## config.mk

```make
export PLATFORM = sky130hd
export DESIGN_NAME = ser2par_flat
export DESIGN_NICKNAME = d
export VERILOG_FILES = /design/src/rtl/ser2par_pkg.sv /design/src/rtl/ser2par_if.sv /design/src/rtl/ser2par.sv /design/src/flat_wrapper.sv
export SDC_FILE = /design/constraint.sdc
export NUM_CORES = 1
export LEC_CHECK = 0
export BUFFER_PORTS_ARGS = -buffer_cell sky130_fd_sc_hd__buf_2
export CAP_MARGIN = 10
export CORE_ASPECT_RATIO = 0.7
export CORE_MARGIN = 3
export CORE_UTILIZATION = 50
export CTS_CLUSTER_DIAMETER = 100
export DETAILED_ROUTE_END_ITERATION = 8
export PLACE_DENSITY = 0.71
export SYNTH_ARGS = -nofsm -noshare
export SYNTH_HDL_FRONTEND = slang
export SYNTH_SLANG_ARGS = --single-unit
```

## constraint.sdc

```tcl
create_clock -name clk -period 21.8 [get_ports clk]
set_clock_uncertainty 0.05 [all_clocks]
set_input_delay 1.09 -clock clk [delete_from_list [all_inputs] [get_ports clk]]
set_output_delay 1.09 -clock clk [all_outputs]
set_load 0.05 [all_outputs]
```

## src/rtl/ser2par_pkg.sv

```systemverilog
// Shared accelerator constants, kept identical to the wide-word serializer so
// both ends of the activation/weight path agree on word widths.
package ser2par_pkg;

   localparam int ACC_DWI = 32;
   localparam int ACC_NW  = 7;

endpackage

```

## src/rtl/ser2par_if.sv

```systemverilog
// Streaming handshake bundle between the word source, the packer and the
// PE-array loader.
interface ser2par_if
   import ser2par_pkg::*;
#(
   parameter int DWI = ACC_DWI,
   parameter int NW  = ACC_NW
);

   localparam int DWO = NW * DWI;
   localparam int CW  = $clog2(NW + 1);

   logic           in_valid;
   logic           in_ready;
   logic [DWI-1:0] in_data;
   logic           flush;
   logic           out_valid;
   logic           out_ready;
   logic [DWO-1:0] out_data;
   logic [CW-1:0]  out_nw;
   logic           busy;

   modport master (
      output in_valid, in_data, flush, out_ready,
      input  in_ready, out_valid, out_data, out_nw, busy
   );

   modport slave (
      input  in_valid, in_data, flush, out_ready,
      output in_ready, out_valid, out_data, out_nw, busy
   );

endinterface

```

## src/rtl/ser2par.sv

```systemverilog
// Serial-to-parallel packer: gathers NW input words LSB-first into one wide
// word, with a separate output register so input keeps flowing.
module ser2par
   import ser2par_pkg::*;
#(
   parameter int DWI = ACC_DWI,
   parameter int NW  = ACC_NW
) (
   input  logic      clk,
   input  logic      rst,
   ser2par_if.slave  bus
);

   localparam int DWO = NW * DWI;
   localparam int CW  = $clog2(NW + 1);
   localparam logic [CW-1:0] LAST = CW'(NW - 1);

   logic [DWO-1:0] acc_q, acc_d;
   logic [DWO-1:0] out_q, out_d;
   logic [CW-1:0]  cnt_q, cnt_d;
   logic [CW-1:0]  outNw_q, outNw_d;
   logic           flushPend_q, flushPend_d;
   logic           outValid_q, outValid_d;

   logic           slotFree;
   logic           inReady;
   logic           inFire;
   logic           outFire;
   logic           complete;
   logic           flushReq;
   logic           flushEmit;
   logic           load;
   logic [DWO-1:0] accWith;
   logic [CW-1:0]  effCnt;

   function automatic logic [DWO-1:0] slot_insert(
      input logic [DWO-1:0] a,
      input logic [CW-1:0]  idx,
      input logic [DWI-1:0] w
   );
      logic [DWO-1:0] r;
      r = a;
      r[int'(idx) * DWI +: DWI] = w;
      return r;
   endfunction

   // The incoming word is folded in before any emit decision, so a flush in
   // the same cycle as an accept carries that word along.
   always_comb begin
      slotFree  = !outValid_q || bus.out_ready;
      inReady   = !rst && !flushPend_q && ((cnt_q != LAST) || slotFree);
      inFire    = bus.in_valid && inReady;
      outFire   = outValid_q && bus.out_ready;
      effCnt    = cnt_q + {{(CW-1){1'b0}}, inFire};
      accWith   = inFire ? slot_insert(acc_q, cnt_q, bus.in_data) : acc_q;
      complete  = inFire && (cnt_q == LAST);
      flushReq  = bus.flush || flushPend_q;
      flushEmit = flushReq && (effCnt != '0) && slotFree && !complete;
      load      = complete || flushEmit;

      acc_d       = accWith;
      cnt_d       = effCnt;
      flushPend_d = flushPend_q;
      out_d       = out_q;
      outNw_d     = outNw_q;
      outValid_d  = outValid_q;

      if (outFire) begin
         outValid_d = 1'b0;
      end

      if (load) begin
         out_d       = accWith;
         outNw_d     = effCnt;
         outValid_d  = 1'b1;
         acc_d       = '0;
         cnt_d       = '0;
         flushPend_d = 1'b0;
      end else if (flushReq && (effCnt != '0)) begin
         flushPend_d = 1'b1;
      end
   end

   always_ff @(posedge clk or posedge rst) begin
      if (rst) begin
         acc_q       <= '0;
         cnt_q       <= '0;
         flushPend_q <= 1'b0;
         out_q       <= '0;
         outNw_q     <= '0;
         outValid_q  <= 1'b0;
      end else begin
         acc_q       <= acc_d;
         cnt_q       <= cnt_d;
         flushPend_q <= flushPend_d;
         out_q       <= out_d;
         outNw_q     <= outNw_d;
         outValid_q  <= outValid_d;
      end
   end

   assign bus.in_ready  = inReady;
   assign bus.out_valid = outValid_q;
   assign bus.out_data  = out_q;
   assign bus.out_nw    = outNw_q;
   assign bus.busy      = (cnt_q != '0) || flushPend_q;

endmodule
```

## src/flat_wrapper.sv

```systemverilog
// flat-port wrapper written by rule: the top's interface ports become plain ports
module ser2par_flat import ser2par_pkg::*;
#(
   parameter int DWI = ACC_DWI,
   parameter int NW  = ACC_NW
)
  (clk, rst, bus_in_valid, bus_in_data, bus_flush, bus_out_ready, bus_in_ready, bus_out_valid, bus_out_data, bus_out_nw, bus_busy);
  ser2par_if #(.DWI(DWI), .NW(NW)) bus_i ();
  input  logic clk;
  input  logic rst;
  input wire logic [$bits(bus_i.in_valid)-1:0] bus_in_valid;
  input wire logic [$bits(bus_i.in_data)-1:0] bus_in_data;
  input wire logic [$bits(bus_i.flush)-1:0] bus_flush;
  input wire logic [$bits(bus_i.out_ready)-1:0] bus_out_ready;
  output wire logic [$bits(bus_i.in_ready)-1:0] bus_in_ready;
  output wire logic [$bits(bus_i.out_valid)-1:0] bus_out_valid;
  output wire logic [$bits(bus_i.out_data)-1:0] bus_out_data;
  output wire logic [$bits(bus_i.out_nw)-1:0] bus_out_nw;
  output wire logic [$bits(bus_i.busy)-1:0] bus_busy;
  assign bus_i.in_valid = bus_in_valid;
  assign bus_i.in_data = bus_in_data;
  assign bus_i.flush = bus_flush;
  assign bus_i.out_ready = bus_out_ready;
  assign bus_in_ready = bus_i.in_ready;
  assign bus_out_valid = bus_i.out_valid;
  assign bus_out_data = bus_i.out_data;
  assign bus_out_nw = bus_i.out_nw;
  assign bus_busy = bus_i.busy;
  ser2par #(.DWI(DWI), .NW(NW)) u_core (.clk(clk), .rst(rst), .bus(bus_i));
endmodule
```

---- Word level (Yosys, flattened, before mapping) ----
Cells that the tools add are included.
storage, ports and cells
  input bits .............................. 37
  word-level logic and storage cells ...... 41
  flip-flop bits (word level) ............. 456
operators by class
  add/sub/neg operators ................... 2
  mux-type cells .......................... 8
  reduce and logical (&&, ||, !) cells .... 21
  shift operators ......................... 2
  eq/ne operators ......................... 2
operator list
  cell                                                                        number
  224-bit two-way mux                                                         2
  224-bit bitwise mux                                                         1
  32-bit by 33-bit variable shift with 224-bit output (first input constant)  1
  32-bit by 33-bit indexed part select with 224-bit output                    1
  8-bit negator with 33-bit output                                            1
  1-bit logical AND                                                           8
  3-bit nonzero test                                                          2
  1-bit logical OR                                                            5
  1-bit zero test                                                             4
  1-bit two-way mux                                                           4
  2-bit nonzero test                                                          2
  3-bit by 1-bit adder with 3-bit output                                      1
  3-bit equality test (second input constant)                                 1
  3-bit two-way mux                                                           1
  3-bit inequality test (second input constant)                               1

---- Longest topological paths before layout ----
Gate-level depths: netlist of run 1.
  depth in word-level cells ............... 12
  mapped depth ............................ 15
  mapped depth without buffers ............ 10

---- Worst setup path before layout of run 1 ----
No wires, ideal clock.
  kind .................................... input port to flip-flop
  start point ............................. input bus_out_ready
  end point ............................... register u_core.out_q[2] (netlist: u_core.bus.out_data[2])
  path slack .............................. 18.450 ns
  cell stages on the path ................. 11
  data arrival time ....................... 3.170 ns
  data required time ...................... 21.620 ns
  cells stage by stage .................... nand4b_1 > and2_1 > ha_1 > ha_1 > xor2_1 > o32a_1 > a22o_1 > buf_2 > buf_2 > buf_2 > mux2i_1
on the way
  cells in the longest elaborated chain, start to end .. 10
  elaborated cells on any way between the ends .. 13
RTL lines
  what                                    RTL line            text
  start: declaration                      flat_wrapper.sv:14  input wire logic [$bits(bus_i.out_ready)-1:0] bus_out_ready;
  1-bit logical OR *                      ser2par.sv:50       slotFree = !outValid_q || bus.out_ready;
  1-bit logical OR                        ser2par.sv:51       inReady = !rst && !flushPend_q && ((cnt_q != LAST) || slotFree);
  1-bit logical AND                       ser2par.sv:51
  1-bit logical AND                       ser2par.sv:52       inFire = bus.in_valid && inReady;
  3-bit by 1-bit adder with 3-bit output  ser2par.sv:54       effCnt = cnt_q + {{(CW-1){1'b0}}, inFire};
  3-bit nonzero test                      ser2par.sv:58       flushEmit = flushReq && (effCnt != '0) && slotFree && !complete;
  1-bit logical AND (3 in a row)          ser2par.sv:58
  1-bit logical OR                        ser2par.sv:59       load = complete || flushEmit;
  end signal: assignment                  ser2par.sv:96       out_q <= out_d;
  end: declaration                        ser2par.sv:19       logic [DWO-1:0] out_q, out_d;
Every way passes the cells marked *; elsewhere a longest branch is shown, timed or not.
A chain may end at the register's enable or synchronous reset.

---- Worst setup path in the final report of run 1 ----
  start point ............................. register u_core.cnt_q[0]
  end point ............................... register u_core.out_q[180] (netlist: u_core.bus.out_data[180])
on the way
  cells in the longest elaborated chain, start to end .. 10
  elaborated cells on any way between the ends .. 18
RTL lines
  what                                                                       RTL line       text
  start: declaration                                                         ser2par.sv:20  logic [CW-1:0] cnt_q, cnt_d;
  start signal: assignment                                                   ser2par.sv:94  cnt_q <= cnt_d;
  branches (longest 10 deep; another with 8-bit negator with 33-bit output)  --
Parallel ways; which one is timed is not known.

==> impl_metrics.py, run 1 <==
metrics = {
    "synth": {
        "yosys.cell_types.count": 40,
        "post-synth-top-area-cell": "dfrtp_1",
        "synth-seq-cells": 456,
        "synth_area_um2": 19200,
        "syn_nets": 1615,
        "ys_top_cells_by_area": "dfrtp_1 59%, mux2i_1 20%, nor2_1 3.8%",
        "synth_common_cells": "456 x dfrtp_1, 380 x mux2i_1, 195 x nor2_1, 194 x inv_1, 101 x and2_1",
        "synth_cells": 1571,
        "yosysSeqAreaShare_pct": 59.5,
        "yosys_most_used_dff": "dfrtp_1",
        "synth.most_common_cell": "dfrtp_1",
        "synth_warnings": 0,
        "synth_top_area_share_pct": 59.5,
        "synth-edff-count": 0,
        "async_flop_share_pct": 100,
        "avgSynthCellArea_um2": 12.2,
    },
    "worst_setup_path": {
        "r2r_start": "u_core.cnt_q[0]",
        "path_class": "reg2reg",
        "r2r_cells": 12,
        "crit_required_ns": 22.19,
        "cp-end-kind": "flip-flop",
        "reg2reg_setup_slack_ns": 15.99,
        "path_max_fanout": 205,
        "r2r_end": "u_core.bus.out_data[180]",
        "crit_path_start_kind": "flip-flop",
        "arrival_ns": 6.20,
    },
    "floorplanning": {
        "rows": 59,
        "die_h_um": 170,
        "core_area_um2": 37500,
        "die_w_um": 240,
        "start_util_pct": 51.1,
        "io_pins": 267,
        "die_area_um2": 40800,
    },
    "sta": {
        "worstMarginPinSlew_ns": 1.17,
        "finalWorstSetupSlack_ns": 15.99,
        "relSlewSlack_pct": 22.0,
        "max_freq_mhz": 172,
        "finalCriticalPeriod_ns": 5.81,
        "fin_crit_sh_pct": 26.7,
        "rsz0062_at_grt": "no",
        "report.final.hold_viol_count": 0,
        "finalSetupViolations": 0,
        "slew_violations": 0,
        "finalSetupTns_ns": 0,
    },
    "clocking": {
        "cts_root_buffer": "clkbuf_16",
        "cts.path.max_buffers": 3,
        "clk_pin_slew_ns": 0.06,
        "cts_setup_buffers": 0,
        "clkSinkCount": 456,
        "numCtsBuffers": 44,
        "cts_tree": "done",
        "ctsResizeCount": 0,
        "clock_latency_ns": 0.54,
        "h-tree-depth": 2,
        "cts_hold_buf": 0,
    },
    "final_layout": {
        "final_util_pct": 59.2,
        "final.fill_count": 3052,
        "area_delta_synth_final_pct": 15.7,
        "instances_no_fill": 2330,
        "nets": 1854,
        "drive_gt1_share_pct": 21.9,
    },
    "power_and_ir_drop": {
        "sw_frac_of_total_pct": 36.5,
        "internal-power_uw": 1620,
        "combPwrFrac_pct": 32.2,
        "p_leak_uw": 0.0121,
        "power.share.clock_pct": 30.0,
        "p_seq_share_pct": 37.8,
        "peakVddDrop_v": 0.000173,
        "p_per_area_nw_per_um2": 115,
        "p_sw_uw": 935,
    },
    "routing": {
        "wl_um": 44700,
        "viasPerCell": 5.17,
        "drt-initial-drc-count": 862,
        "wire_per_inst_um": 19.2,
        "drc": 0,
        "dr.pass1.iters": 5,
        "wl_met3_um": 2070,
        "met1_length_um": 20500,
        "num_vias": 12000,
        "top_layer": "met5",
        "wl_met2_um": 20900,
        "drtAntennaViolNets": 0,
    },
    "placed_design": {
        "pre_cts_ws_ns": 15.86,
        "placed_cells": 2252,
        "io_buffers": 266,
        "dp_hpwl_um": 29600,
        "gp_congestion": 0.822,
    },
    "min_path": {
        "holdPathEnd": "u_core.bus.out_data[206]",
        "hold_start": "u_core.bus.out_data[206]",
        "hp-class": "reg2reg",
        "hold_depth": 1,
    },
    "global_route": {
        "grt.overflow.total": 0,
        "grt_usage_pct": 22.0,
        "antenna_found_initial": 2,
        "grt_max_degree": 206,
        "grt_pass1_wl_um": 70000,
        "grt_pass1_vias": 12300,
    },
    "run_status": {
        "status": "completed",
    },
    "job": {
        "cap_violations": 0,
    },
}
-- per-stage QoR --
step | total power [uW] | hold WS, ns | cell area (um2)
2_1_floorplan | 1650 | 0.430 | 19200
3_3_place_gp | 1800 | 0.438 | 20700
3_5_place_dp | 1810 | 0.441 | 20700
4_1_cts | 2580 | 0.456 | 22200
5_1_grt | 2680 | 0.471 | 22200
6_report | 2560 | 0.451 | 22200
-- registers in the layout (all words and copies together) (netlist names) --
signal and cells:
u_core.bus.out_nw 3, u_core.bus.out_data 224, u_core.bus.out_valid 1, u_core.acc_q 224, u_core.cnt_q 3, u_core.flushPend_q 1
-- critical path: stages, from the launching register on --
cell and delay [ns]:
dfrtp_1 0.82, inv_1 0.18, ha_1 0.28, nand4b_1 0.17, and2_1 0.17, ha_1 0.14
ha_1 0.16, xor2_1 0.21, o32a_1 0.55, a22o_4 0.70, buf_12 0.74, buf_4 1.00
mux2i_1 0.32
-- power by group through the flow --
| stage | registers (uW) | logic, uW | clock network (uW) |
|---|---|---|---|
| 2_1_floorplan | 1140 | 518 | 0 |
| 3_3_place_gp | 980 | 817 | 0 |
| 3_5_place_dp | 981 | 827 | 0 |
| 4_1_cts | 967 | 829 | 783 |
| 5_1_grt | 975 | 881 | 819 |
| 6_report | 968 | 823 | 767 |
-- worst max-delay path by stage --
stage | end | start | cells past startpoint | slack [ns]
2_1_floorplan | u_core.acc_q[0] | rst | 1 | 7.95
3_3_place_gp | u_core.bus.out_data[54] | rst | 11 | 15.99
3_5_place_dp | u_core.bus.out_data[49] | rst | 11 | 15.86
4_1_cts | u_core.bus.out_data[49] | u_core.cnt_q[0] | 12 | 16.03
5_1_grt | u_core.bus.out_data[180] | u_core.cnt_q[0] | 12 | 15.53
6_report | u_core.bus.out_data[180] | u_core.cnt_q[0] | 12 | 15.99
-- cells by family after synthesis --
logic type,Yosys count,synth area share (%)
flops,456,59.5
mux,429,22.7
simple gates,357,9.30
buf+inv,285,6.71
compound gates,36,1.29
fa+ha+maj,7,0.457
xor+xnor,1,0.0457
-- layer usage --
layer | vias up | track usage [%]
met2 | 263 | 35.1
met3 | 69 | 3.90
met4 | 2 | 6.66
met5 | - | 0
li1 | 5588 | -
met1 | 6123 | 31.1
-- cells in the final DEF, fill, tap and decap left out, types with 2 or more instances in the layout --
master | netlist | routed
dfrtp_1 | 456 | 456
mux2i_1 | 380 | 380
buf_2 | 42 | 266
nor2_1 | 195 | 195
inv_1 | 194 | 193
and2_1 | 101 | 101
clkbuf_16 | 0 | 45
mux2_2 | 41 | 41
buf_4 | 9 | 17
clkbuf_8 | 0 | 14
nand3_1 | 13 | 13
nand2_1 | 12 | 12
and3_1 | 11 | 11
a21oi_1 | 11 | 11
a221oi_1 | 11 | 11
a31oi_1 | 11 | 11
clkbuf_1 | 24 | 9
mux2_1 | 8 | 8
ha_1 | 7 | 7
clkinv_2 | 0 | 5
nor4_4 | 3 | 3
nand4_1 | 3 | 3
nor3b_2 | 0 | 2
nand2b_1 | 2 | 2
nor3b_1 | 4 | 2
nor2b_1 | 2 | 2
clkinvlp_4 | 0 | 2
bufinv_16 | 0 | 2
-- area by class of cell --
cell class                      instances  area, um2  share of cell area [%]
Inverter                              194        736                    3.31
Timing Repair Buffer                  284       1480                    6.66
Antenna cell                            1       2.50                  0.0113
Clock buffer                           68       1350                    6.09
Sequential cell                       456      11400                    51.4
Tap cell                              488        611                    2.75
Clock inverter                          9        100                   0.451
Multi-Input combinational cell        830       6510                    29.3
Power figures use the tool's default switching activity.
==> run 2: changes to the inputs <==
--- a/config.mk
+++ b/config.mk
@@ -5,6 +5,7 @@
 export SDC_FILE = /design/constraint.sdc
 export NUM_CORES = 1
 export LEC_CHECK = 0
+export ABC_AREA = 1
 export BUFFER_PORTS_ARGS = -buffer_cell sky130_fd_sc_hd__buf_2
 export CAP_MARGIN = 10
 export CORE_ASPECT_RATIO = 0.7
==> constraint.sdc (replaced) <==
create_clock -name clk -period 5.89 [get_ports clk]
set_clock_uncertainty 0.05 [all_clocks]
set_input_delay 0.2945 -clock clk [delete_from_list [all_inputs] [get_ports clk]]
set_output_delay 0.2945 -clock clk [all_outputs]
set_load 0.05 [all_outputs]
==> impl_metrics.py, run 2 <==
metrics = {
    "power_and_ir_drop": {
        "power.share.clock_pct": 25.3,
        "p_total_uw": 11300,
        "p_leak_uw": 0.0136,
        "p_sw_uw": 5060,
        "sw_frac_of_total_pct": 44.7,
        "p_per_area_nw_per_um2": 488,
        "peakVddDrop_v": 0.000444,
        "combPwrFrac_pct": 38.7,
        "p_seq_share_pct": 36.1,
        "internal-power_uw": 6260,
    },
    "synth": {
        "synth-edff-count": 0,
        "avgSynthCellArea_um2": 7.75,
        "synth_area_um2": 20200,
        "yosysSeqAreaShare_pct": 56.5,
        "synth_warnings": 0,
        "synth_cells": 2605,
        "post-synth-top-area-cell": "dfrtp_1",
        "ys_top_cells_by_area": "dfrtp_1 57%, nand2_1 21%, nand3_1 8.9%",
        "synth_top_area_share_pct": 56.5,
        "synth.most_common_cell": "nand2_1",
        "synth-seq-cells": 456,
        "yosys_most_used_dff": "dfrtp_1",
        "syn_nets": 2649,
        "synth_common_cells": "1,109 x nand2_1, 456 x dfrtp_1, 359 x nand3_1, 273 x inv_1, 234 x nor2_1",
        "async_flop_share_pct": 100,
        "yosys.cell_types.count": 18,
    },
    "final_layout": {
        "nets": 2847,
        "area_delta_synth_final_pct": 15.0,
        "final_cell_mix": "1,108 x nand2_1, 456 x dfrtp_1, 359 x nand3_1",
        "layout.cells.most_common": "nand2_1",
        "drive_gt1_share_pct": 13.3,
    },
    "sta": {
        "max_freq_mhz": 214,
        "relSlewSlack_pct": 28.5,
        "finalWorstSetupSlack_ns": 1.22,
        "slew_violations": 0,
        "finalSetupViolations": 0,
        "rsz0062_at_grt": "no",
        "finalSetupTns_ns": 0,
        "fin_crit_sh_pct": 79.3,
        "hold-worst-slack_ns": 0.0629,
        "report.final.hold_viol_count": 0,
        "finalCriticalPeriod_ns": 4.67,
        "worstMarginPinSlew_ns": 1.07,
    },
    "routing": {
        "wl_um": 58600,
        "dr.pass1.iters": 6,
        "num_vias": 17300,
        "drc": 0,
        "drt-initial-drc-count": 1845,
        "drtAntennaViolNets": 0,
        "viasPerCell": 5.15,
        "wire_per_inst_um": 17.4,
    },
    "job": {
        "cap_violations": 0,
    },
    "worst_setup_path": {
        "crit_required_ns": 6.32,
        "crit_path_start_kind": "flip-flop",
        "r2r_start": "u_core.cnt_q[0]",
        "cp-end-kind": "flip-flop",
        "reg2reg_setup_slack_ns": 1.22,
        "r2r_end": "u_core.bus.out_data[193]",
        "path_class": "reg2reg",
        "arrival_ns": 5.10,
        "path_max_fanout": 131,
        "r2r_cells": 17,
    },
    "floorplanning": {
        "start_util_pct": 51.6,
        "die_h_um": 174,
        "io_pins": 267,
        "core_area_um2": 39100,
        "die_area_um2": 42900,
        "die_w_um": 246,
        "rows": 60,
    },
    "global_route": {
        "grt_pass1_wl_um": 92500,
        "grt_max_degree": 243,
        "grt_usage_pct": 27.6,
        "grt.overflow.total": 0,
        "grt_pass1_vias": 16200,
        "antenna_found_initial": 1,
    },
    "min_path": {
        "holdPathEnd": "u_core.bus.out_valid",
        "hold_start": "bus_out_ready",
        "hold_depth": 4,
        "hp-class": "in2reg",
    },
    "clocking": {
        "cts.path.max_buffers": 3,
        "clkSinkCount": 456,
        "cts_tree": "done",
        "cts_setup_buffers": 0,
        "clock_latency_ns": 0.56,
        "cts_root_buffer": "clkbuf_16",
        "numCtsBuffers": 45,
        "clk_pin_slew_ns": 0.06,
        "h-tree-depth": 2,
    },
    "placed_design": {
        "dp_hpwl_um": 37800,
        "gp_congestion": 0.889,
        "pre_cts_ws_ns": 1.31,
        "io_buffers": 266,
    },
    "run_status": {
        "status": "completed",
    },
}
[run 2: power by group through the flow]
stage | Combinational, uW | Sequential [uW] | Clock, uW
6_report | 4380 | 4090 | 2860
5_1_grt | 4770 | 4150 | 3040
4_1_cts | 4380 | 4080 | 2910
3_5_place_dp | 4370 | 4130 | 0
3_3_place_gp | 4280 | 4120 | 0
2_1_floorplan | 2080 | 5380 | 0
[run 2: final cells by class]
cell class / instances / area [um2]
Fill cell: 3515 / 15900
Sequential cell: 456 / 11400
Multi-Input combinational cell: 1729 / 7090
Timing Repair Buffer: 291 / 1560
Clock buffer: 67 / 1290
Inverter: 280 / 1060
Tap cell: 527 / 659
Clock inverter: 10 / 150
Antenna cell: 1 / 2.50
[run 2: worst max-delay path by stage]
stage / start / to / slack (ns)
final: u_core.cnt_q[0] / u_core.bus.out_data[193] / 1.22
after global routing: u_core.cnt_q[0] / u_core.bus.out_data[109] / 0.84
after CTS: u_core.cnt_q[0] / u_core.bus.out_data[173] / 1.30
after detailed placement: u_core.cnt_q[0] / u_core.bus.out_data[173] / 1.31
after global placement: u_core.cnt_q[0] / u_core.bus.out_data[110] / 1.52
after floorplan: rst / u_core.acc_q[0] / -0.62
[run 2: routing by layer]
metal	vias to the layer above	GRT usage (%)	part of all wire, %
li1	8280	-	-
met3	120	6.26	8.6
met5	-	0	0
met2	664	39.7	43
met1	8256	40.9	45
met4	0	10.1	3.7
[run 2: stage by stage]
stage                     instances  instance area, um2  util, %
after global routing           3361               23200     59.4
after floorplan                2605               20200        -
after global placement         3281               21800     55.6
final                          3361               23200     59.4
after CTS                      3360               23200     59.4
after detailed placement       3281               21800     55.6
[run 2: timing repair]
item,4_1_cts,5_1_grt
hold buffers,2,0
endpoints found under the hold margin,37,0
resized for setup,0,0
[run 2: worst max-delay path, stage by stage, from the launching register on]
cell,delay (ns)
dfrtp_1,0.96
inv_2,0.18
ha_1,0.29
nand2_1,0.09
inv_2,0.04
nand2_1,0.08
nand2_1,0.11
nor2_4,0.11
ha_1,0.15
ha_1,0.24
nor2_1,0.10
nand3_1,0.10
nand3_1,0.12
nand2_4,0.40
inv_6,0.88
buf_4,0.40
nand2_1,0.09
nand2_1,0.07
[run 2: kinds of logic (layout without fill, tap and decap cells)]
group,after synthesis,after routing,share of synthesized area (%)
compound gates,4,4,0.0992
fa+ha+maj,7,7,0.434
buf+inv,420,648,8.53
flops,456,456,56.5
other cells,0,1,0
simple gates,1718,1718,34.4
